`src/rtl/bit_packer.sv`:
```
// Serial-to-parallel bit packer: LSB-first packing into WORD_W-bit words,
// queued in a DEPTH-entry FIFO with valid/ready drain, flush and overflow flag.
module bit_packer #(
  parameter int WORD_W = 16,
  parameter int DEPTH  = 4,
  parameter int CNT_W  = $clog2(WORD_W+1)
) (
  input  logic                       CLK,
  input  logic                       Reset,
  input  logic                       bit_in,
  input  logic                       bit_in_valid,
  input  logic                       flush,
  output logic [WORD_W-1:0]          word_out,
  output logic [CNT_W-1:0]           word_out_nbits,
  output logic                       word_out_last,
  output logic                       word_out_valid,
  input  logic                       word_out_ready,
  output logic [$clog2(DEPTH+1)-1:0] fifo_count,
  output logic                       overflow,
  output logic                       drained
);

  localparam int PW  = $clog2(DEPTH);
  localparam int FCW = $clog2(DEPTH+1);

  typedef struct packed {
    logic [WORD_W-1:0] data;
    logic [CNT_W-1:0]  nbits;
    logic              last;
  } entry_t;

  typedef enum logic {FILL, DRAIN} state_e;

  state_e            state_q, state_d;
  logic [WORD_W-1:0] sr_q, sr_d;
  logic [CNT_W-1:0]  cnt_q, cnt_d;
  entry_t            mem_q [DEPTH];
  logic [PW-1:0]     wr_ptr_q, rd_ptr_q;
  logic [FCW-1:0]    count_q, count_d;
  logic              ovf_q, ovf_d;
  logic              drained_q, drained_d;

  logic   push_req, bit_drop;
  entry_t push_e;
  logic   full, empty, pop, do_push;
  entry_t head;

  // ---------------- FSM: state register ----------------
  always_ff @(posedge CLK or negedge Reset) begin
    if (!Reset) state_q <= FILL;
    else        state_q <= state_d;
  end

  // ---------------- FSM: next state ----------------
  always_comb begin
    state_d = state_q;
    case (state_q)
      FILL:    if (flush) state_d = DRAIN;
      DRAIN:   if (count_d == '0) state_d = FILL;
      default: state_d = FILL;
    endcase
  end

  // ---------------- FSM: outputs / packing datapath ----------------
  always_comb begin
    sr_d     = sr_q;
    cnt_d    = cnt_q;
    push_req = 1'b0;
    push_e   = '0;
    bit_drop = 1'b0;
    case (state_q)
      FILL: begin
        if (bit_in_valid) begin
          for (int i = 0; i < WORD_W; i++)
            if (cnt_q == CNT_W'(i)) sr_d[i] = bit_in;
          cnt_d = cnt_q + CNT_W'(1);
        end
        // Same-edge bit is already folded in, so a flush on the last bit yields a full word.
        if (cnt_d == CNT_W'(WORD_W) || (flush && cnt_d != '0)) begin
          push_req     = 1'b1;
          push_e.data  = sr_d;
          push_e.nbits = cnt_d;
          push_e.last  = flush;
          sr_d         = '0;
          cnt_d        = '0;
        end
      end
      DRAIN:   bit_drop = bit_in_valid;
      default: ;
    endcase
  end

  assign drained_d = (state_q == DRAIN) && (state_d == FILL);

  // ---------------- FIFO ----------------
  assign full    = (count_q == FCW'(DEPTH));
  assign empty   = (count_q == '0);
  assign pop     = !empty && word_out_ready;
  assign do_push = push_req && (!full || pop);
  assign count_d = count_q + FCW'(do_push) - FCW'(pop);
  assign ovf_d   = ovf_q || (push_req && full && !pop) || bit_drop;

  always_ff @(posedge CLK or negedge Reset) begin
    if (!Reset) begin
      sr_q      <= '0;
      cnt_q     <= '0;
      wr_ptr_q  <= '0;
      rd_ptr_q  <= '0;
      count_q   <= '0;
      ovf_q     <= 1'b0;
      drained_q <= 1'b0;
      for (int i = 0; i < DEPTH; i++) mem_q[i] <= '0;
    end else begin
      sr_q      <= sr_d;
      cnt_q     <= cnt_d;
      count_q   <= count_d;
      ovf_q     <= ovf_d;
      drained_q <= drained_d;
      if (do_push) begin
        mem_q[wr_ptr_q] <= push_e;
        wr_ptr_q        <= wr_ptr_q + PW'(1);
      end
      if (pop) rd_ptr_q <= rd_ptr_q + PW'(1);
    end
  end

  // Head fields are zeroed whenever nothing is queued.
  assign head           = mem_q[rd_ptr_q];
  assign word_out_valid = !empty;
  assign word_out       = empty ? '0 : head.data;
  assign word_out_nbits = empty ? '0 : head.nbits;
  assign word_out_last  = empty ? 1'b0 : head.last;
  assign fifo_count     = count_q;
  assign overflow       = ovf_q;
  assign drained        = drained_q;

endmodule

```
`config.mk`:
```
export PLATFORM = sky130hd
export DESIGN_NAME = bit_packer
export DESIGN_NICKNAME = d
export VERILOG_FILES = /design/src/rtl/bit_packer.sv
export SDC_FILE = /design/constraint.sdc
export NUM_CORES = 1
export LEC_CHECK = 0
export ABC_AREA = 0
export CAP_MARGIN = 20
export CORE_ASPECT_RATIO = 0.9
export CORE_MARGIN = 1
export CORE_UTILIZATION = 36
export DETAILED_ROUTE_END_ITERATION = 7
export DONT_BUFFER_PORTS = 1
export SLEW_MARGIN = 0
export SYNTH_ARGS = -nofsm -noshare
export SYNTH_HDL_FRONTEND = slang
export SYNTH_SLANG_ARGS = --single-unit
```
`constraint.sdc`:
```
create_clock -name CLK -period 3.1 [get_ports CLK]
set_input_delay 0.62 -clock CLK [delete_from_list [all_inputs] [get_ports CLK]]
set_output_delay 0.62 -clock CLK [all_outputs]
set_load 0.01 [all_outputs]
```
### After elaboration in Yosys (flattened, before gate mapping)

Index checks and enable logic that the tools add are counted.

* logic and storage cells: 105
* input bits: 6
* output and inout bits: 28
* register bits after elaboration: 119

* magnitude comparators: 3
* reductions and logical operators: 18
* muxes and demuxes: 38
* $add $sub $neg: 5
* bitwise operators: 4
* equality and inequality tests: 17

Operator list (number)
* $mux W22: 5
* $bwmux W88: 1
* $mux W16: 3
* $bmux W22 S2: 1
* $demux W22 S2: 1
* $eq A5 B4 Y1 const B: 8
* $mux W1: 22
* $eq A5 B3 Y1 const B: 4
* $mux W5: 4
* $eq A5 B2 Y1 const B: 2
* $logic_and A1 B1 Y1: 7
* $ge A3 B3 Y1 const B: 2
* $logic_not A3 Y1: 2
* $not A2 Y3: 2
* $add A5 B1 Y5 const B: 1
* $eq A5 B1 Y1 const B: 1
* $eq A5 B5 Y1 const B: 1
* $logic_not A5 Y1: 1
* $reduce_bool A5 Y1: 1
* $add A2 B1 Y2 const B: 2
* $logic_or A1 B1 Y1: 4
* $add A3 B1 Y3: 1
* $eq A3 B3 Y1 const B: 1
* $logic_not A1 Y1: 3
* other kinds (4): 5

### Longest topological paths before layout

Gate-level depths: netlist (run 1).

* word-level depth: 16
* gate-level depth with buffers: 15
* depth with buffers taken out: 15

### Worst setup path before layout (run 1)

Ideal clock, no wire load.

* path type: register to register
* start point: register cnt_q[0]
* end point: register state_q
* path buffers: 0
* library setup time: 0.131 ns
* data arrival time: 3.216 ns
* cell stages (with the launch flop): 16
* data required time: 2.969 ns
* slack: -0.247 ns
* clock period less this slack: 3.347 ns
* path through: dfrtp_1 -> ha_1 -> and3_1 -> ha_1 -> mux2_2 -> nand3_4 -> nand3_1 -> ha_1 -> inv_1 -> ha_1 -> inv_1 -> fa_1 -> xnor2_1 -> xnor2_1 -> nor4_1 -> nor2_1

* word-level cells in the longest chain between the ends: 14
* elaborated cells between the ends (all ways): 15
* those cells by class: add/sub (3); eq/ne (1); mux (6); reduce/logical (5)

RTL lines
* from (decl): line 36 `logic [CNT_W-1:0] cnt_q, cnt_d;`
* from (signal assigned): line 115 `cnt_q <= cnt_d;`
* $add A5 B1 Y5: line 76 `cnt_d = cnt_q + CNT_W'(1);`
* $mux W5 *: line 73 `if (bit_in_valid) begin`
* $mux W5 *: line 71 `case (state_q)`
* $reduce_bool A5 Y1: line 79 `if (cnt_d == CNT_W'(WORD_W) || (flush && cnt_d != '0)) begin`
* $logic_and A1 B1 Y1: line 79
* $logic_or A1 B1 Y1 *: line 79
* $mux W1 *: line 79
* $mux W1 *: line 71
* $logic_and A1 B1 Y1 *: line 99 `assign do_push = push_req && (!full || pop);`
* $add A3 B1 Y3 *: line 100 `assign count_d = count_q + FCW'(do_push) - FCW'(pop);`
* $sub A3 B1 Y3 *: line 100
* via count_d[2]: line 39 `logic [FCW-1:0] count_q, count_d;`
* $logic_not A3 Y1 *: line 59 `DRAIN: if (count_d == '0) state_d = FILL;`
* $mux W1 *: line 59
* $pmux W1 S2 *: line 57 `case (state_q)`
* via state_d: line 34 `state_e state_q, state_d;`
* to (signal assigned): line 51 `else state_q <= state_d;`
* to (decl): line 34

Mark *: on every way through the listed nets, which the timed path passes. The rest lies on a longest branch. The select of a mux whose other input is x is not followed.
A chain may end at the register's enable or synchronous reset.

### Final worst setup path (run 1)

Ends and elaborated chain as after synthesis.

==> results.sh, run 1 <==
export IMPL_status="finished with violations"
export IMPL_violations="hold timing"
export IMPL_crit_path_cell_trace="buf_6 > or4_4 > o31ai_4 > a21o_4 > nand3_4 > ha_4 > inv_2 > ha_4 > inv_2 > fa_2 > xnor2_2 > xnor2_2 > nor4_4 > nor2_1"
export IMPL_fmax_mhz=335
export IMPL_synth_warnings=0
export IMPL_area_growth_synth_to_final_pct=16.9
export IMPL_antenna_found_initial=0
export IMPL_drive_gt1_frac=0.423
export IMPL_async_reset_ff_frac=1.00
export IMPL_synth_enable_flop_cells=0
export IMPL_synth_fp_nets=456
export IMPL_top_level_ports=34
export IMPL_first_pass_iters=4
export IMPL_startpoint_type="flop"
export IMPL_cts_tree="yes"
export IMPL_path_clk_slew_ns=0.06
export IMPL_finish_utilization=0.430
export IMPL_synthAdderAreaFrac=0.0253
export IMPL_ant_nets=0
export IMPL_synth_compound_area_share=0.0563
export IMPL_p_per_area_nw_per_um2=752
export IMPL_finalWirelength_um=13700
export IMPL_dieArea_um2=17800
export IMPL_timing_rr_start="cnt_q[0]"
export IMPL_layout_nets=476
export IMPL_ir_worst_vdd_mv=0.451
export IMPL_cts_buffers=17
export IMPL_clock_skew_ns=0.00797
export IMPL_setup_worst_path_end_class="flop"
export IMPL_insertion_delay_ns=0.42
export IMPL_ys_types=40
export IMPL_maxSlewHeadroom=0.654
export IMPL_postSynthAreaPerCell_um2=14.2
export IMPL_synth_top_flop_cell="dfrtp_1"
export IMPL_netlist_area_leader_share=0.479
export IMPL_synth_simple_area_share=0.0899
export IMPL_fp_row_count=45
export IMPL_post_route_period_util=0.964
export IMPL_cp_required_ns=3.40
export IMPL_diodes=0
export IMPL_nFillCells=1521
export IMPL_netlist_instances=438
export IMPL_critPathMaxStageDelay_ns=0.54
export IMPL_cts_sinks=119
export IMPL_floorplan_initialDensity=0.368
export IMPL_synthMuxAreaShare=0.301
export IMPL_slowest_stage="or4_4"
export IMPL_crit_cells=14
export IMPL_p_sw_frac=0.333
export IMPL_drt_iter0_markers=248
export IMPL_viasPerCell=5.27
export IMPL_rsz0062_at_grt="true"
export IMPL_critPathTopFamily="simple AND/OR/NAND/NOR gates"
export IMPL_final_max_slew_viol_count=0
export IMPL_hold_viol=119
export IMPL_clockRootBuffer="clkbuf_16"
export IMPL_synth_common_cells="119 x dfrtp_1, 80 x mux2_4, 26 x and2_1"
export IMPL_grt_max_degree=120
export IMPL_multi_input_area_um2=3140
export IMPL_synth_top_family_by_area="multiplexers"
export IMPL_synth_most_common_cell="dfrtp_1"
export IMPL_leakagePower_nw=3.48
export IMPL_synth_seq_cells=119
export IMPL_finalCriticalPeriod_ns=2.99
export IMPL_place_gp_congestion=0.810
export IMPL_h_tree_depth=4
export IMPL_crit_type="flop to flop"
export IMPL_overflow=0
export IMPL_crit_path_start="cnt_q[0]"
export IMPL_max_slew_worst_pin_slew_ns=0.513
export IMPL_synth_top_cell_by_area="dfrtp_1"
export IMPL_synthTopCellsByArea="dfrtp_1 48%, mux2_4 19%, mux4_2 8.0%"
export IMPL_vias=3593
export IMPL_post_route_drc_count=0
export IMPL_wl_per_cell_um=20.1
export IMPL_die_w_um=141
export IMPL_setup_tns_ns=0
export IMPL_p_int_mw=3.65
export IMPL_synth_yosys_seq_area_share=0.479
export IMPL_register_area_um2=2980
export IMPL_p_clk_frac=0.350
export IMPL_rr_worst_depth=14
export IMPL_synth_cell_area_um2=6220
export IMPL_setup_viol=0
export IMPL_fp_coreArea_um2=16900
export IMPL_cts_buffer_depth=2
export IMPL_timing_max_cap_violations=0
export IMPL_critPathBufInv=3
export IMPL_synth_xor_area_share=0.0141
export IMPL_die_y_um=127
export IMPL_seq_power_share=0.350
export IMPL_grt_pass1_vias=4000
export IMPL_hold_slack_ns=-0.101
export IMPL_hpwlAfterDp_um=8660
export IMPL_p_comb_frac=0.300
export IMPL_grt_pass1_wl_um=22500
export IMPL_grt_usage=0.168
export IMPL_min_path_type="primary input to asynchronous set/reset pin"
export IMPL_power_switching_mw=1.82
export IMPL_portBuffers=0
export IMPL_crit_fanout=4
export IMPL_critPathArrivalTime_ns=3.29
==> routing by layer <==
layer | vias up | part of all wire | global-route usage
li1 | 1615 | - | -
met1 | 1904 | 0.48 | 0.224
met2 | 60 | 0.48 | 0.268
met3 | 14 | 0.036 | 0.0415
met4 | 0 | 0.011 | 0.0569
met5 | - | 0 | 0
==> logic make-up (layout without fill, tap and decap cells) <==
group / count (synthesis) / after routing
simple gates: 93 / 93
compound gates: 50 / 50
mux: 118 / 118
xor+xnor: 10 / 10
flops: 119 / 119
buf+inv: 36 / 69
fa+ha+maj: 12 / 12
==> power groups by stage <==
stage	combinational [mW]	sequential [mW]	clock [mW]
finish	1.64	1.91	1.91
global placement	1.53	1.92	0
global route	1.77	1.94	2.02
CTS	1.62	1.91	1.95
detailed placement	1.58	1.94	0
floorplan	1.15	1.90	0
==> state kept, by name, indices dropped and copies added, names as in the netlist <==
register and cells:
cnt_q 5, mem_q 88, sr_q 16, fifo_count 3
state_q 1, wr_ptr_q 2, rd_ptr_q 2, drained 1
overflow 1
==> final timing paths <==
path | end | slack (ns)
worst max register to register | state_q | 0.11
min in group CLK | overflow | 0.35
max in group asynchronous | cnt_q[0] | 2.95
worst min-delay path | mem_q[77] | -0.10
worst max-delay path | state_q | 0.11
worst min register to register | mem_q[29] | 0.50
==> repair_timing <==
action,in CTS,in global routing
pin swaps,9,1
resized for setup,3,5
hold endpoints to repair,119,119
setup buffers,1,0
endpoints found under the setup margin,2,2
==> final cells by class <==
type / instances / share of cell area
clock buffers: 17 / 0.0585
clock inverters: 15 / 0.0203
inverters: 9 / 0.00465
multi-input cells: 283 / 0.432
flip-flops and latches: 119 / 0.410
well taps: 211 / 0.0363
repair buffers: 28 / 0.0380
==> through the flow <==
| stage | hold slack [ns] | power (mW) | setup slack (ns) | cell area [µm²] | cells |
|---|---|---|---|---|---|
| after global placement | 0.329 | 3.46 | -0.0651 | 6630 | 649 |
| after floorplan | 0.324 | 3.04 | -0.129 | 6290 | 438 |
| final | -0.101 | 5.47 | 0.112 | 7270 | 682 |
| after detailed placement | 0.329 | 3.51 | -0.183 | 6630 | 649 |
| after CTS | -0.123 | 5.48 | 0.00330 | 7230 | 682 |
| after global routing | -0.128 | 5.73 | -0.0447 | 7270 | 682 |
==> placed cells by master (no fill, tap or decap), drive strengths merged, types with 2 or more instances in the layout <==
cell / n
dfrtp: 119
mux2: 90
buf: 28
and2: 26
mux4: 22
nand2: 22
nor2: 20
a22o: 17
clkbuf: 17
o21ai: 15
inv: 14
a21oi: 12
ha: 11
xnor2: 7
mux2i: 6
clkinvlp: 5
nand4: 5
nand3b: 4
nor3: 4
clkinv: 4
xor2: 3
o31ai: 3
nand3: 2
nand2b: 2
and3: 2
or4: 2
==> worst reg2reg max path: cells and delay by family (launching register included) <==
family	cells	cell delay [ns]
flip-flops	1	0.44
adder cells (fa/ha/maj)	3	0.68
AO/OA/AOI/OAI	2	0.29
XOR/XNOR	2	0.32
buffers and inverters	3	0.22
AND/OR/NAND/NOR	4	0.93
Power figures use the tool's default switching activity.
==> run 2: changes to the inputs <==
--- a/config.mk
+++ b/config.mk
@@ -9,7 +9,7 @@
 export CAP_MARGIN = 20
 export CORE_ASPECT_RATIO = 0.9
 export CORE_MARGIN = 1
-export CORE_UTILIZATION = 36
+export CORE_UTILIZATION = 40
 export DETAILED_ROUTE_END_ITERATION = 7
 export DONT_BUFFER_PORTS = 1
 export SLEW_MARGIN = 0
==> run 2 against run 1 <==
Via count down 0.50%. Non-clock buffer count rose by 4. Combinational power barely moved. The flow still finishes with violations (hold timing). Sequential power barely moved. Sequential share of layout area down 0.12 points. Clock power rose by 7%. Highest routed layer unchanged. First-iteration DRC count down 27%. Final cell count down 1.5%.
==> results.sh, run 2 (synthesized netlist as in run 1, its figures left out) <==
export IMPL_cp_required_ns=3.39
export IMPL_setup_viol=0
export IMPL_timing_max_cap_violations=0
export IMPL_drive_gt1_frac=0.418
export IMPL_seq_power_share=0.340
export IMPL_design_power_total_mw=5.58
export IMPL_post_route_drc_count=0
export IMPL_final_max_slew_viol_count=0
export IMPL_ff2ff_setup_slack_ns=0.08
export IMPL_dieArea_um2=16100
export IMPL_finalWirelength_um=13300
export IMPL_largestRegisters="mem_q (88), sr_q (16), cnt_q (5)"
export IMPL_register_area_um2=2980
export IMPL_h_tree_depth=4
export IMPL_top_register="mem_q"
export IMPL_ir_worst_vdd_mv=0.726
export IMPL_hpwlAfterDp_um=8330
export IMPL_rr_worst_depth=14
export IMPL_placed_cell_area_um2=6610
export IMPL_cts_tree="yes"
export IMPL_leakagePower_nw=3.50
export IMPL_status="finished with violations"
export IMPL_crit_type="flop to flop"
export IMPL_layout_commonest_cell="dfrtp_1"
export IMPL_clockRootBuffer="clkbuf_16"
export IMPL_p_clk_frac=0.368
export IMPL_nFillCells=1281
export IMPL_setup_tns_ns=0
export IMPL_multi_input_area_um2=3140
export IMPL_fmax_mhz=331
export IMPL_clock_skew_ns=0.0110
export IMPL_grt_pass1_wl_um=22000
export IMPL_fp_row_count=42
export IMPL_rsz0062_at_grt="true"
export IMPL_cts_buffers=17
export IMPL_overflow=0
export IMPL_timing_rr_start="cnt_q[1]"
export IMPL_grt_max_degree=120
export IMPL_crit_fanout=4
export IMPL_post_route_period_util=0.974
export IMPL_floorplan_initialDensity=0.417
export IMPL_min_path_type="primary input to asynchronous set/reset pin"
export IMPL_drt_iter0_markers=181
export IMPL_diodes=0
export IMPL_final_cell_mix="118 x dfrtp_1, 81 x mux2_4, 28 x buf_4"
export IMPL_first_pass_iters=6
export IMPL_insertion_delay_ns=0.41
export IMPL_antenna_found_initial=0
export IMPL_grt_pass1_vias=3847
export IMPL_power_switching_mw=1.69
export IMPL_wl_per_cell_um=19.8
export IMPL_p_per_area_nw_per_um2=766
export IMPL_path_clk_slew_ns=0.05
export IMPL_critPathArrivalTime_ns=3.31
export IMPL_p_sw_frac=0.303
export IMPL_vias=3575
export IMPL_die_w_um=133
export IMPL_maxSlewHeadroom=0.596
export IMPL_max_slew_worst_pin_slew_ns=0.599
export IMPL_largest_register_ffs=88
export IMPL_finalCriticalPeriod_ns=3.02
export IMPL_portBuffers=0
export IMPL_area_growth_synth_to_final_pct=17.2
export IMPL_fp_coreArea_um2=14900
export IMPL_die_y_um=120
export IMPL_cts_buffer_depth=2
export IMPL_hold_viol=119
export IMPL_grt_usage=0.183
export IMPL_p_comb_frac=0.292
export IMPL_cts_sinks=119
export IMPL_layout_nets=480
export IMPL_viasPerCell=5.32
export IMPL_hold_slack_ns=-0.100
export IMPL_setup_worst_path_end_class="flop"
export IMPL_fin_area_um2=7290
export IMPL_ant_nets=0
export IMPL_startpoint_type="flop"
export IMPL_p_int_mw=3.89
export IMPL_top_level_ports=34
export IMPL_reg2reg_to="state_q"
export IMPL_place_gp_congestion=0.764
export IMPL_violations="hold timing"
## run 2: area by class of cell
type | count | share of cell area
clock inverters | 9 | 0.0206
inverters | 9 | 0.00464
repair buffers | 32 | 0.0386
clock buffers | 22 | 0.0623
multi-input cells | 283 | 0.431
flip-flops and latches | 119 | 0.409
well taps | 198 | 0.0340
## run 2: metrics by stage
step                setup slack (ns)   util  std cells
finish                        0.0795  0.488        672
global route                 -0.0931  0.488        672
CTS                           0.0160  0.483        669
detailed placement            -0.151  0.443        638
global placement             -0.0605  0.443        638
floorplan                     -0.129      -        438
## run 2: worst max-delay path by stage
stage | startpoint | slack (ns) | cells past startpoint | endpoint
after floorplan | bit_in_valid | -0.13 | 15 | state_q
after global placement | word_out_ready | -0.06 | 12 | state_q
after detailed placement | word_out_ready | -0.15 | 12 | state_q
after CTS | cnt_q[1] | 0.02 | 15 | state_q
after global routing | cnt_q[1] | -0.09 | 15 | state_q
final | cnt_q[1] | 0.08 | 14 | state_q
## run 2: per-layer routing
metal | part of all wire | track usage | vias up
met4 | 0.0054 | 0.0426 | 0
met1 | 0.51 | 0.269 | 1865
li1 | - | - | 1630
met5 | 0 | 0 | -
met3 | 0.041 | 0.0574 | 6
met2 | 0.45 | 0.261 | 74
## run 2: repair_timing
| item | in CTS | in global routing |
|---|---|---|
| setup endpoints to repair | 2 | 2 |
| gates resized for setup | 1 | 6 |
| pin swaps | 1 | 11 |
| hold endpoints to repair | 119 | 119 |
| buffers inserted | 0 | 3 |
## run 2: worst max-delay path, cell delays in order, from the launching register on
cell     delay [ns]
dfrtp_1        0.42
buf_4          0.16
or4_4          0.49
o31ai_4        0.10
a21o_4         0.19
nand3_4        0.08
ha_4           0.21
inv_2          0.06
ha_4           0.11
inv_2          0.03
fa_2           0.35
xnor2_2        0.16
xnor2_2        0.15
nor4_2         0.31
nor2_1         0.08
## run 2: power by group through the flow
stage                     clock network [mW]  registers (mW)  logic (mW)
after CTS                               2.09            1.90        1.57
after floorplan                            0            1.90        1.15
after global routing                    2.17            1.93        1.76
final                                   2.05            1.90        1.63
after global placement                     0            1.91        1.53
after detailed placement                   0            1.92        1.55
==> run 3: changes to the inputs <==
--- a/config.mk
+++ b/config.mk
@@ -7,11 +7,15 @@
 export LEC_CHECK = 0
 export ABC_AREA = 0
 export CAP_MARGIN = 20
+export CELL_PAD_IN_SITES_DETAIL_PLACEMENT = 1
+export CELL_PAD_IN_SITES_GLOBAL_PLACEMENT = 1
 export CORE_ASPECT_RATIO = 0.9
 export CORE_MARGIN = 1
 export CORE_UTILIZATION = 40
 export DETAILED_ROUTE_END_ITERATION = 7
 export DONT_BUFFER_PORTS = 1
+export MAX_ROUTING_LAYER = met4
+export PLACE_DENSITY_LB_ADDON = 0.1
 export SLEW_MARGIN = 0
 export SYNTH_ARGS = -nofsm -noshare
 export SYNTH_HDL_FRONTEND = slang
==> run 3 against run 2 <==
Core utilization rose by 0.51 points. First-iteration DRC count down 18%. Critical path depth rose by 1. Sequential cell count unchanged. Routed wire length is 7.1% higher. Global-route usage increased by 2.2 points. Clock power is 8% higher. The flow still finishes with violations (hold timing). Highest routed layer unchanged. Die area unchanged. Final cell count rose by 0.15%. Clock-buffer cell count decreased by 4. Non-clock buffer count up 1. Sequential power barely moved. Largest cell class unchanged.
==> results.sh, run 3 (synthesized netlist as in run 1, its figures left out) <==
export IMPL_status="finished with violations"
export IMPL_violations="hold timing"
export IMPL_die_w_um=133
export IMPL_grt_pass1_vias=4157
export IMPL_min_path_type="primary input to asynchronous set/reset pin"
export IMPL_p_per_area_nw_per_um2=788
export IMPL_insertion_delay_ns=0.42
export IMPL_drt_iter0_markers=149
export IMPL_hpwlAfterDp_um=8970
export IMPL_ir_worst_vdd_mv=0.606
export IMPL_drive_gt1_frac=0.429
export IMPL_first_pass_iters=4
export IMPL_top_level_ports=34
export IMPL_fp_coreArea_um2=14900
export IMPL_multi_input_area_um2=3160
export IMPL_portBuffers=0
export IMPL_ant_nets=0
export IMPL_layout_commonest_cell="dfrtp_1"
export IMPL_final_cell_mix="117 x dfrtp_1, 81 x mux2_4, 28 x buf_4"
export IMPL_reg2reg_to="drained"
export IMPL_dieArea_um2=16100
export IMPL_rr_worst_depth=15
export IMPL_critPathBufInv=3
export IMPL_setup_viol=0
export IMPL_startpoint_type="flop"
export IMPL_register_area_um2=2980
export IMPL_max_slew_worst_pin_slew_ns=0.536
export IMPL_clockRootBuffer="clkbuf_16"
export IMPL_grt_usage=0.205
export IMPL_vias=3613
export IMPL_cts_tree="yes"
export IMPL_viasPerCell=5.37
export IMPL_overflow=0
export IMPL_crit_fanout=3
export IMPL_fmax_mhz=323
export IMPL_cts_buffers=17
export IMPL_timing_rr_start="cnt_q[1]"
export IMPL_fin_area_um2=7360
export IMPL_area_growth_synth_to_final_pct=18.4
export IMPL_wl_per_cell_um=21.1
export IMPL_timing_max_cap_violations=0
export IMPL_grt_max_degree=120
export IMPL_hold_slack_ns=-0.101
export IMPL_cts_sinks=119
export IMPL_grt_pass1_wl_um=23800
export IMPL_rsz0062_at_grt="true"
export IMPL_floorplan_initialDensity=0.417
export IMPL_h_tree_depth=4
export IMPL_post_route_drc_count=0
export IMPL_clock_skew_ns=0.00823
export IMPL_post_place_ws_ns=-0.107
export IMPL_ff2ff_setup_slack_ns=0.003
export IMPL_final_max_slew_viol_count=0
export IMPL_leakagePower_nw=3.53
export IMPL_post_route_period_util=0.999
export IMPL_diodes=0
export IMPL_crit_path_frequent_cell="ha_4"
export IMPL_setup_worst_path_end_class="flop"
export IMPL_critPathTopFamily="adder cells"
export IMPL_fp_row_count=42
export IMPL_nFillCells=1497
export IMPL_slowest_stage="dfrtp_2"
export IMPL_crit_path_cell_trace="ha_4 > and3_4 > ha_4 > mux2_4 > nand3_4 > nand3_4 > ha_4 > inv_2 > ha_4 > inv_2 > fa_2 > xnor2_2 > xnor2_2 > nor4_2 > buf_4"
export IMPL_critPathMaxStageDelay_ns=0.44
export IMPL_cp_required_ns=3.47
export IMPL_setup_ws_ns=0.00329
export IMPL_place_gp_congestion=0.745
export IMPL_hold_viol=119
export IMPL_design_power_total_mw=5.80
export IMPL_top_register="mem_q"
export IMPL_die_y_um=120
export IMPL_antenna_found_initial=0
export IMPL_crit_type="flop to flop"
export IMPL_finalWirelength_um=14200
export IMPL_largest_register_ffs=88
export IMPL_placed_cell_area_um2=6580
export IMPL_finalCriticalPeriod_ns=3.10
export IMPL_layout_nets=481
export IMPL_setup_tns_ns=0
export IMPL_largestRegisters="mem_q (88), sr_q (16), cnt_q (5)"
export IMPL_path_clk_slew_ns=0.06
export IMPL_cts_buffer_depth=2
export IMPL_critPathArrivalTime_ns=3.46
export IMPL_maxSlewHeadroom=0.639
-- run 3: cell types whose count changed in the layout (fill, tap and decap cells not counted), sizes merged --
cell | previous run | this run
buf | 32 | 33
clkbuf | 22 | 18
clkinvlp | 2 | 4
bufinv | 4 | 6
-- run 3: timing repair --
action / in CTS / in global routing
endpoints found under the setup margin: 2 / 2
hold endpoints to repair: 119 / 119
pin swaps: 8 / 12
setup buffers: 2 / 4
gates resized for setup: 2 / 10
-- run 3: cell type report --
type | count | area share
Tap cell | 198 | 0.0336
Inverter | 9 | 0.00459
Sequential cell | 119 | 0.405
Multi-Input combinational cell | 283 | 0.429
Clock inverter | 13 | 0.0311
Timing Repair Buffer | 33 | 0.0386
Clock buffer | 18 | 0.0583
-- run 3: worst max path at each step --
stage | start | endpoint | slack (ns) | depth (start not counted)
after floorplan | bit_in_valid | state_q | -0.13 | 15
after global routing | cnt_q[1] | drained | -0.11 | 15
after CTS | cnt_q[0] | state_q | 0.006 | 15
final | cnt_q[1] | drained | 0.003 | 15
after detailed placement | word_out_ready | state_q | -0.11 | 12
after global placement | word_out_ready | state_q | -0.05 | 12
-- run 3: metal layers --
layer,track usage,vias to the layer above,part of all wire
met4,0.0703,0,0.015
met3,0.0537,20,0.033
met2,0.310,48,0.47
li1,-,1624,-
met1,0.269,1921,0.49
met5,-,-,0
-- run 3: through the flow --
stage,utilization,hold slack (ns),std cells
2_1_floorplan,-,0.324,438
3_3_place_gp,0.441,0.331,636
3_5_place_dp,0.441,0.331,636
4_1_cts,0.487,-0.128,669
5_1_grt,0.493,-0.124,673
6_report,0.493,-0.101,673
-- run 3: power breakdown --
part / total, mW / switching, mW / internal, mW
clock network: 2.22 / 0.726 / 1.50
logic: 1.69 / 0.899 / 0.791
registers: 1.89 / 0.135 / 1.75
